$ cat src/rtl/bus_copy_engine_if.sv
// -----------------------------------------------------------------------------
// bus_copy_engine_if
// Single-master request/ready/valid memory bus. The copy engine drives it as
// the initiator; block RAMs and peripherals sit on the target side.
//
// Signals:
//   request  initiator -> target  access request, held until ready is seen
//   rw       initiator -> target  0 = read, 1 = write
//   address  initiator -> target  byte address
//   wdata    initiator -> target  write data
//   rdata    target -> initiator  read data, valid with ready during a read
//   ready    target -> initiator  acknowledge, high while request is held
//   valid    target -> initiator  address-in-range flag, sampled with ready
// -----------------------------------------------------------------------------
interface bus_copy_engine_if #(
  parameter int WIDTH = 32
) ();
  logic             request;
  logic             rw;
  logic [31:0]      address;
  logic [WIDTH-1:0] wdata;
  logic [WIDTH-1:0] rdata;
  logic             ready;
  logic             valid;

  modport master (
    output request, rw, address, wdata,
    input  rdata, ready, valid
  );

  modport slave (
    input  request, rw, address, wdata,
    output rdata, ready, valid
  );
endinterface

$ cat src/rtl/bus_copy_engine.sv
// -----------------------------------------------------------------------------
// bus_copy_engine
// Word-copy bus initiator. A start strobe latches source, destination and
// word count; the engine then reads one word and writes it back out, one bus
// access at a time, until the count is exhausted or the target flags an
// out-of-range address (abort).
//
// Optional feature macro: BUS_COPY_ENGINE_FILL_EN
//   When defined, i_fill / i_pattern are added. With i_fill=1 the read phase
//   is skipped and i_pattern is written to every destination word.
//
// Ports:
//   i_clock      sole clock, rising edge
//   i_reset_n    asynchronous active-low reset
//   i_start      one-cycle start strobe, honoured only while idle
//   i_src/i_dst  source / destination byte addresses, captured on start
//   i_count      words to copy, captured on start
//   i_fill       (FILL_EN only) pattern-fill select, captured on start
//   i_pattern    (FILL_EN only) fill word, captured on start
//   o_busy       high from accepted start until return to idle
//   o_done       one-cycle pulse on completion or abort
//   o_error      sticky error, cleared on next accepted start
//   o_remaining  words not yet fully written
//   bus          initiator side of the memory bus
// -----------------------------------------------------------------------------
module bus_copy_engine #(
  parameter int WIDTH     = 32,
  parameter int CNT_W     = 16,
  parameter int ADDR_STEP = 4
) (
  input  logic                i_clock,
  input  logic                i_reset_n,
  input  logic                i_start,
  input  logic [31:0]         i_src,
  input  logic [31:0]         i_dst,
  input  logic [CNT_W-1:0]    i_count,
`ifdef BUS_COPY_ENGINE_FILL_EN
  input  logic                i_fill,
  input  logic [WIDTH-1:0]    i_pattern,
`endif
  output logic                o_busy,
  output logic                o_done,
  output logic                o_error,
  output logic [CNT_W-1:0]    o_remaining,
  bus_copy_engine_if.master   bus
);

  typedef enum logic [2:0] {
    ST_IDLE   = 3'd0,
    ST_RD_REQ = 3'd1,
    ST_RD_REL = 3'd2,
    ST_WR_REQ = 3'd3,
    ST_WR_REL = 3'd4
  } state_t;

  state_t             state_r, state_s;
  logic [31:0]        src_r, src_s, dst_r, dst_s;
  logic [31:0]        src_inc_s, dst_inc_s;
  logic [CNT_W-1:0]   rem_r, rem_s, rem_dec_s;
  logic [WIDTH-1:0]   buf_r, buf_s;
  logic               err_r, err_s;
  logic               busy_r, busy_s;
  logic               done_r, done_s;
  logic               zero_pend_r, zero_pend_s;
  logic               req_r, req_s;
  logic               rw_r, rw_s;
  logic [31:0]        addr_r, addr_s;
  logic [WIDTH-1:0]   wdata_r, wdata_s;
`ifdef BUS_COPY_ENGINE_FILL_EN
  logic               fill_r, fill_s;
  logic [WIDTH-1:0]   pattern_r, pattern_s;
`endif

  assign src_inc_s = src_r + 32'(ADDR_STEP);
  assign dst_inc_s = dst_r + 32'(ADDR_STEP);
  assign rem_dec_s = rem_r - {{(CNT_W-1){1'b0}}, 1'b1};

  // Next-state and next-output logic; bus outputs are computed for the state
  // being entered so they are registered and stable across each REQ state.
  always_comb begin
    state_s     = state_r;
    src_s       = src_r;
    dst_s       = dst_r;
    rem_s       = rem_r;
    buf_s       = buf_r;
    err_s       = err_r;
    busy_s      = busy_r;
    done_s      = 1'b0;
    zero_pend_s = 1'b0;
    req_s       = 1'b0;
    rw_s        = rw_r;
    addr_s      = addr_r;
    wdata_s     = wdata_r;
`ifdef BUS_COPY_ENGINE_FILL_EN
    fill_s      = fill_r;
    pattern_s   = pattern_r;
`endif
    case (state_r)
      ST_IDLE: begin
        if (zero_pend_r) begin
          // zero-length job: finish one cycle after the accepted start
          done_s = 1'b1;
          busy_s = 1'b0;
        end else if (i_start) begin
          src_s  = i_src;
          dst_s  = i_dst;
          rem_s  = i_count;
          err_s  = 1'b0;
          busy_s = 1'b1;
`ifdef BUS_COPY_ENGINE_FILL_EN
          fill_s    = i_fill;
          pattern_s = i_pattern;
`endif
          if (i_count == {CNT_W{1'b0}}) begin
            zero_pend_s = 1'b1;
`ifdef BUS_COPY_ENGINE_FILL_EN
          end else if (i_fill) begin
            state_s = ST_WR_REQ;
            req_s   = 1'b1;
            rw_s    = 1'b1;
            addr_s  = i_dst;
            wdata_s = i_pattern;
`endif
          end else begin
            state_s = ST_RD_REQ;
            req_s   = 1'b1;
            rw_s    = 1'b0;
            addr_s  = i_src;
          end
        end else begin
          state_s = ST_IDLE;
        end
      end

      ST_RD_REQ: begin
        if (bus.ready) begin
          buf_s   = bus.rdata;
          err_s   = err_r | ~bus.valid;
          state_s = ST_RD_REL;
        end else begin
          req_s = 1'b1;
        end
      end

      ST_RD_REL: begin
        // never raise the next request while the target still holds ready
        if (!bus.ready) begin
          if (err_r) begin
            state_s = ST_IDLE;
            done_s  = 1'b1;
            busy_s  = 1'b0;
          end else begin
            state_s = ST_WR_REQ;
            req_s   = 1'b1;
            rw_s    = 1'b1;
            addr_s  = dst_r;
            wdata_s = buf_r;
          end
        end else begin
          state_s = ST_RD_REL;
        end
      end

      ST_WR_REQ: begin
        if (bus.ready) begin
          err_s   = err_r | ~bus.valid;
          state_s = ST_WR_REL;
        end else begin
          req_s = 1'b1;
        end
      end

      ST_WR_REL: begin
        if (!bus.ready) begin
          if (err_r) begin
            // failed word stays counted in remaining
            state_s = ST_IDLE;
            done_s  = 1'b1;
            busy_s  = 1'b0;
          end else begin
            src_s = src_inc_s;
            dst_s = dst_inc_s;
            rem_s = rem_dec_s;
            if (rem_dec_s == {CNT_W{1'b0}}) begin
              state_s = ST_IDLE;
              done_s  = 1'b1;
              busy_s  = 1'b0;
`ifdef BUS_COPY_ENGINE_FILL_EN
            end else if (fill_r) begin
              state_s = ST_WR_REQ;
              req_s   = 1'b1;
              rw_s    = 1'b1;
              addr_s  = dst_inc_s;
              wdata_s = pattern_r;
`endif
            end else begin
              state_s = ST_RD_REQ;
              req_s   = 1'b1;
              rw_s    = 1'b0;
              addr_s  = src_inc_s;
            end
          end
        end else begin
          state_s = ST_WR_REL;
        end
      end

      default: begin
        state_s = ST_IDLE;
        busy_s  = 1'b0;
      end
    endcase
  end

  // FSM state register
  always_ff @(posedge i_clock or negedge i_reset_n) begin
    if (!i_reset_n) begin
      state_r <= ST_IDLE;
    end else begin
      state_r <= state_s;
    end
  end

  // Datapath and registered output register
  always_ff @(posedge i_clock or negedge i_reset_n) begin
    if (!i_reset_n) begin
      src_r       <= 32'd0;
      dst_r       <= 32'd0;
      rem_r       <= {CNT_W{1'b0}};
      buf_r       <= {WIDTH{1'b0}};
      err_r       <= 1'b0;
      busy_r      <= 1'b0;
      done_r      <= 1'b0;
      zero_pend_r <= 1'b0;
      req_r       <= 1'b0;
      rw_r        <= 1'b0;
      addr_r      <= 32'd0;
      wdata_r     <= {WIDTH{1'b0}};
`ifdef BUS_COPY_ENGINE_FILL_EN
      fill_r      <= 1'b0;
      pattern_r   <= {WIDTH{1'b0}};
`endif
    end else begin
      src_r       <= src_s;
      dst_r       <= dst_s;
      rem_r       <= rem_s;
      buf_r       <= buf_s;
      err_r       <= err_s;
      busy_r      <= busy_s;
      done_r      <= done_s;
      zero_pend_r <= zero_pend_s;
      req_r       <= req_s;
      rw_r        <= rw_s;
      addr_r      <= addr_s;
      wdata_r     <= wdata_s;
`ifdef BUS_COPY_ENGINE_FILL_EN
      fill_r      <= fill_s;
      pattern_r   <= pattern_s;
`endif
    end
  end

  assign o_busy      = busy_r;
  assign o_done      = done_r;
  assign o_error     = err_r;
  assign o_remaining = rem_r;
  assign bus.request = req_r;
  assign bus.rw      = rw_r;
  assign bus.address = addr_r;
  assign bus.wdata   = wdata_r;

endmodule

$ cat src/flat_wrapper.sv
// flat-port wrapper written by rule: the top's interface ports become plain ports
module bus_copy_engine_flat 
#(
  parameter int WIDTH     = 32,
  parameter int CNT_W     = 16,
  parameter int ADDR_STEP = 4
)
  (i_clock, i_reset_n, i_start, i_src, i_dst, i_count, o_busy, o_done, o_error, o_remaining, bus_request, bus_rw, bus_address, bus_wdata, bus_rdata, bus_ready, bus_valid);
  bus_copy_engine_if #(.WIDTH(WIDTH)) bus_i ();
  input  logic i_clock;
  input  logic i_reset_n;
  input  logic i_start;
  input  logic [31:0] i_src;
  input  logic [31:0] i_dst;
  input  logic [CNT_W-1:0] i_count;
  output logic o_busy;
  output logic o_done;
  output logic o_error;
  output logic [CNT_W-1:0] o_remaining;
  output wire logic [$bits(bus_i.request)-1:0] bus_request;
  output wire logic [$bits(bus_i.rw)-1:0] bus_rw;
  output wire logic [$bits(bus_i.address)-1:0] bus_address;
  output wire logic [$bits(bus_i.wdata)-1:0] bus_wdata;
  input wire logic [$bits(bus_i.rdata)-1:0] bus_rdata;
  input wire logic [$bits(bus_i.ready)-1:0] bus_ready;
  input wire logic [$bits(bus_i.valid)-1:0] bus_valid;
  assign bus_request = bus_i.request;
  assign bus_rw = bus_i.rw;
  assign bus_address = bus_i.address;
  assign bus_wdata = bus_i.wdata;
  assign bus_i.rdata = bus_rdata;
  assign bus_i.ready = bus_ready;
  assign bus_i.valid = bus_valid;
  bus_copy_engine #(.WIDTH(WIDTH), .CNT_W(CNT_W), .ADDR_STEP(ADDR_STEP)) u_core (.i_clock(i_clock), .i_reset_n(i_reset_n), .i_start(i_start), .i_src(i_src), .i_dst(i_dst), .i_count(i_count), .o_busy(o_busy), .o_done(o_done), .o_error(o_error), .o_remaining(o_remaining), .bus(bus_i));
endmodule
$ cat config.mk
export PLATFORM = sky130hd
export DESIGN_NAME = bus_copy_engine_flat
export DESIGN_NICKNAME = d
export VERILOG_FILES = /design/src/rtl/bus_copy_engine_if.sv /design/src/rtl/bus_copy_engine.sv /design/src/flat_wrapper.sv
export SDC_FILE = /design/constraint.sdc
export NUM_CORES = 1
export LEC_CHECK = 0
export BUFFER_PORTS_ARGS = -buffer_cell sky130_fd_sc_hd__buf_2
export CORE_ASPECT_RATIO = 0.9
export CORE_MARGIN = 10
export CORE_UTILIZATION = 55
export CTS_BUF_LIST = sky130_fd_sc_hd__clkbuf_16
export CTS_CLUSTER_SIZE = 20
export DETAILED_ROUTE_END_ITERATION = 8
export GPL_TIMING_DRIVEN = 0
export PLACE_DENSITY_LB_ADDON = 0.05
export SYNTH_ARGS = -nofsm -noshare
export SYNTH_HDL_FRONTEND = slang
export SYNTH_SLANG_ARGS = --single-unit
$ cat constraint.sdc
create_clock -name i_clock -period 8.6 [get_ports i_clock]
set_clock_uncertainty 0.05 [all_clocks]
set_input_delay 0.43 -clock i_clock [delete_from_list [all_inputs] [get_ports i_clock]]
set_output_delay 0.43 -clock i_clock [all_outputs]
set_load 0.05 [all_outputs]
==> results.cfg <==
[place]
place_hpwl_um = 23900
io_buffers = 201
gp_congestion = 0.987

[grt]
grt_pass1_wl_um = 51900
grt_pass1_vias = 9297
antenna_found_initial = 2
grt_max_degree = 95
overflow = 0
track_usage = 0.275

[floorplanning]
die-area_sq_mm = 0.0237
initial_core_util = 0.560
io_pins = 202
die_w_um = 161
die_h_um = 147
core.rowCount = 46
core_area_sq_mm = 0.0176

[clock_network]
clk_latency_ns = 0.45
cts_resized = 0
htree_levels = 4
cts.clk_slew.worst_paths_ns = 0.08
numCtsBuffers = 17
cts_tree = done
root_buffer = clkbuf_16
clock_path_buffers = 2
clock-sinks = 185

[setup_path]
cp_cell_sequence = clkbuf_1 -> or3b_2 -> clkbuf_1 -> nor2_1 -> o21a_1 -> clkbuf_1 -> clkbuf_1 -> buf_1 -> a21oi_1
path_class = reg2reg
worstSetupStartpointType = register
cp_top_family = buffers and inverters
cpMaxStageDelayCell = buf_1
critPathBufInv = 5
worstPathRequired_ns = 8.84
cp_slowest_stage_delay_ns = 0.66
crit_arrival_ns = 4.08
critical_path.most_common_cell = clkbuf_1
reg2reg_from = u_core.state_r[0]$_DFFE_PN0P_
cp_max_fo = 10
cp-end-kind = register
crit_start = u_core.state_r[0]$_DFFE_PN0P_

[yosys]
syn_area_sq_mm = 0.00986
netlist_top_cells_area = dfrtp_1, mux2_2, a21oi_1, o21ai_0, mux2_4
netlist_instances = 1012
yosysMostFrequentCell = dfrtp_1
synthFlopType = dfrtp_1
async_reset_ff_frac = 1.00
syn_area_per_cell_sq_um = 9.75
syn_nets = 1133
netlist.area_leader.share = 0.469
ys_seq_area_frac = 0.469
synth_cell_types = 58
ys_seq_elements = 185
synth_top_area_cell = dfrtp_1
synth_edf_count = 0
yosysWarningCount = 0
synthTopCellsByCount = dfrtp_1, a21oi_1, o21ai_0, nand2_1, nor2_1

[drt]
drc = 0
first_pass_iters = 6
vias = 9322
postRouteAntennaNets = 0
wire_per_inst_um = 22.2
drt_iter0_drc = 1043
wl_um = 33100
vias_per_cell = 6.26

[timing]
slew_violations = 0
fin_crit_sh = 0.447
min_period_ns = 3.84
slew_headroom = 0.276
setup-tns-final_ns = 0
grt_setup_unrepaired = false
max_freq_mhz = 260
worst_pin_slew_ns = 1.08
hold_slack_ns = 0.111
finalSetupViolCount = 0
finalHoldViolCount = 0

[pwr]
powerDensity_mw_per_mm2 = 432
p_sw_uw = 2490
seqPwrFrac = 0.323
max-vdd-ir-drop_mv = 0.221
power.share.clock = 0.162
swShare = 0.486
power_frac_comb = 0.515
power.internal_uw = 2630
power_leakage_uw = 0.00514

[finish]
syn2layout_area_growth_pct = 20.3
drive_above_1_share = 0.281
fin_nets = 1356

[worst_hold_path]
hold_path.class = in2reg
hold_start = bus_valid

[run]
max_cap_violations = 0

[status]
status = complete, no violations
## cell usage in the layout, fill, tap and decap left out, types with 5 or more instances in the layout
cell,n
nand3_1,37
and3_1,13
or4_1,5
a2bb2oi_1,13
nor3_1,21
xor2_1,16
nand2b_1,5
clkinv_8,5
and4_1,8
mux2_4,27
nand2_1,81
clkbuf_1,68
buf_2,203
a31oi_1,8
nor4_1,15
nor2_1,70
dfrtp_1,185
clkbuf_16,17
nand4_1,18
mux2_2,69
a21oi_1,101
a22oi_1,34
xnor2_1,17
o21ai_0,82
o22ai_1,34
inv_1,11
## cell families after synthesis
kind of cell               synth area share
xor gates and xnor gates             0.0293
and+or+nand+nor                       0.150
buffers and inverters                0.0373
adders and majority gates           0.00507
AOI/OAI and AO/OA                     0.188
DFF                                   0.469
muxes                                 0.121
## final cells by class
| cell class | count | area (sq um) |
|---|---|---|
| Inverter | 11 | 41.3 |
| Buffer | 78 | 327 |
| Clock inverter | 15 | 204 |
| Antenna cell | 2 | 5.00 |
| Clock buffer | 17 | 425 |
| Multi-Input combinational cell | 738 | 4870 |
| Timing Repair Buffer | 204 | 1060 |
| Sequential cell | 185 | 4630 |
| Fill cell | 1511 | 5750 |
| Tap cell | 240 | 300 |
## through the flow
step | worst slack [ns] | utilization | power, uW | std cells | instance area (sq um)
detailed placement | 4.88 | 0.637 | 4280 | 1455 | 11200
CTS | 4.86 | 0.673 | 5110 | 1488 | 11900
finish | 4.76 | 0.674 | 5120 | 1490 | 11900
global placement | 3.93 | 0.634 | 4220 | 1453 | 11200
floorplan | 5.38 | - | 3550 | 1012 | 9860
global route | 4.61 | 0.674 | 5410 | 1490 | 11900
## timing repair
| action | CTS | global route |
|---|---|---|
| hold buffers | 1 | 0 |
| hold endpoints to repair | 32 | 0 |
| buffers inserted | 0 | 0 |
## flip-flops by register name, summed over array words and instances (netlist names), 3 cells and up
register            flops
u_core.buf_r           32
u_core.bus.address     32
u_core.bus.wdata       32
u_core.dst_r           32
u_core.src_r           32
u_core.o_remaining     16
u_core.state_r          3
## power by group through the flow
stage	clock network [uW]	logic [uW]	registers [uW]
after CTS	839	2630	1640
after detailed placement	0	2620	1660
after floorplan	0	1270	2270
after global routing	875	2830	1710
final	833	2640	1650
after global placement	0	2580	1640
## per-layer routing
| metal | GRT usage | up-vias | part of all wire |
|---|---|---|---|
| li1 | - | 4184 | - |
| met5 | 0 | - | 0 |
| met1 | 0.371 | 4503 | 0.41 |
| met3 | 0.0802 | 85 | 0.11 |
| met2 | 0.408 | 550 | 0.45 |
| met4 | 0.107 | 0 | 0.032 |
## worst paths after layout
| path | endpoint | slack [ns] | depth (start not counted) |
|---|---|---|---|
| max in group asynchronous | u_core.src_r[11]$_DFFE_PN0P_ | 7.08 | 3 |
| max reg2reg | u_core.src_r[4]$_DFFE_PN0P_ | 4.76 | 9 |
| min in group asynchronous | u_core.bus.address[16]$_DFFE_PN0P_ | 0.50 | 2 |
| min | u_core.o_error$_DFFE_PN0P_ | 0.11 | 2 |
| max | u_core.src_r[4]$_DFFE_PN0P_ | 4.76 | 9 |
| min reg2reg | u_core.src_r[1]$_DFFE_PN0P_ | 0.42 | 2 |
Power figures use the tool's default switching activity.
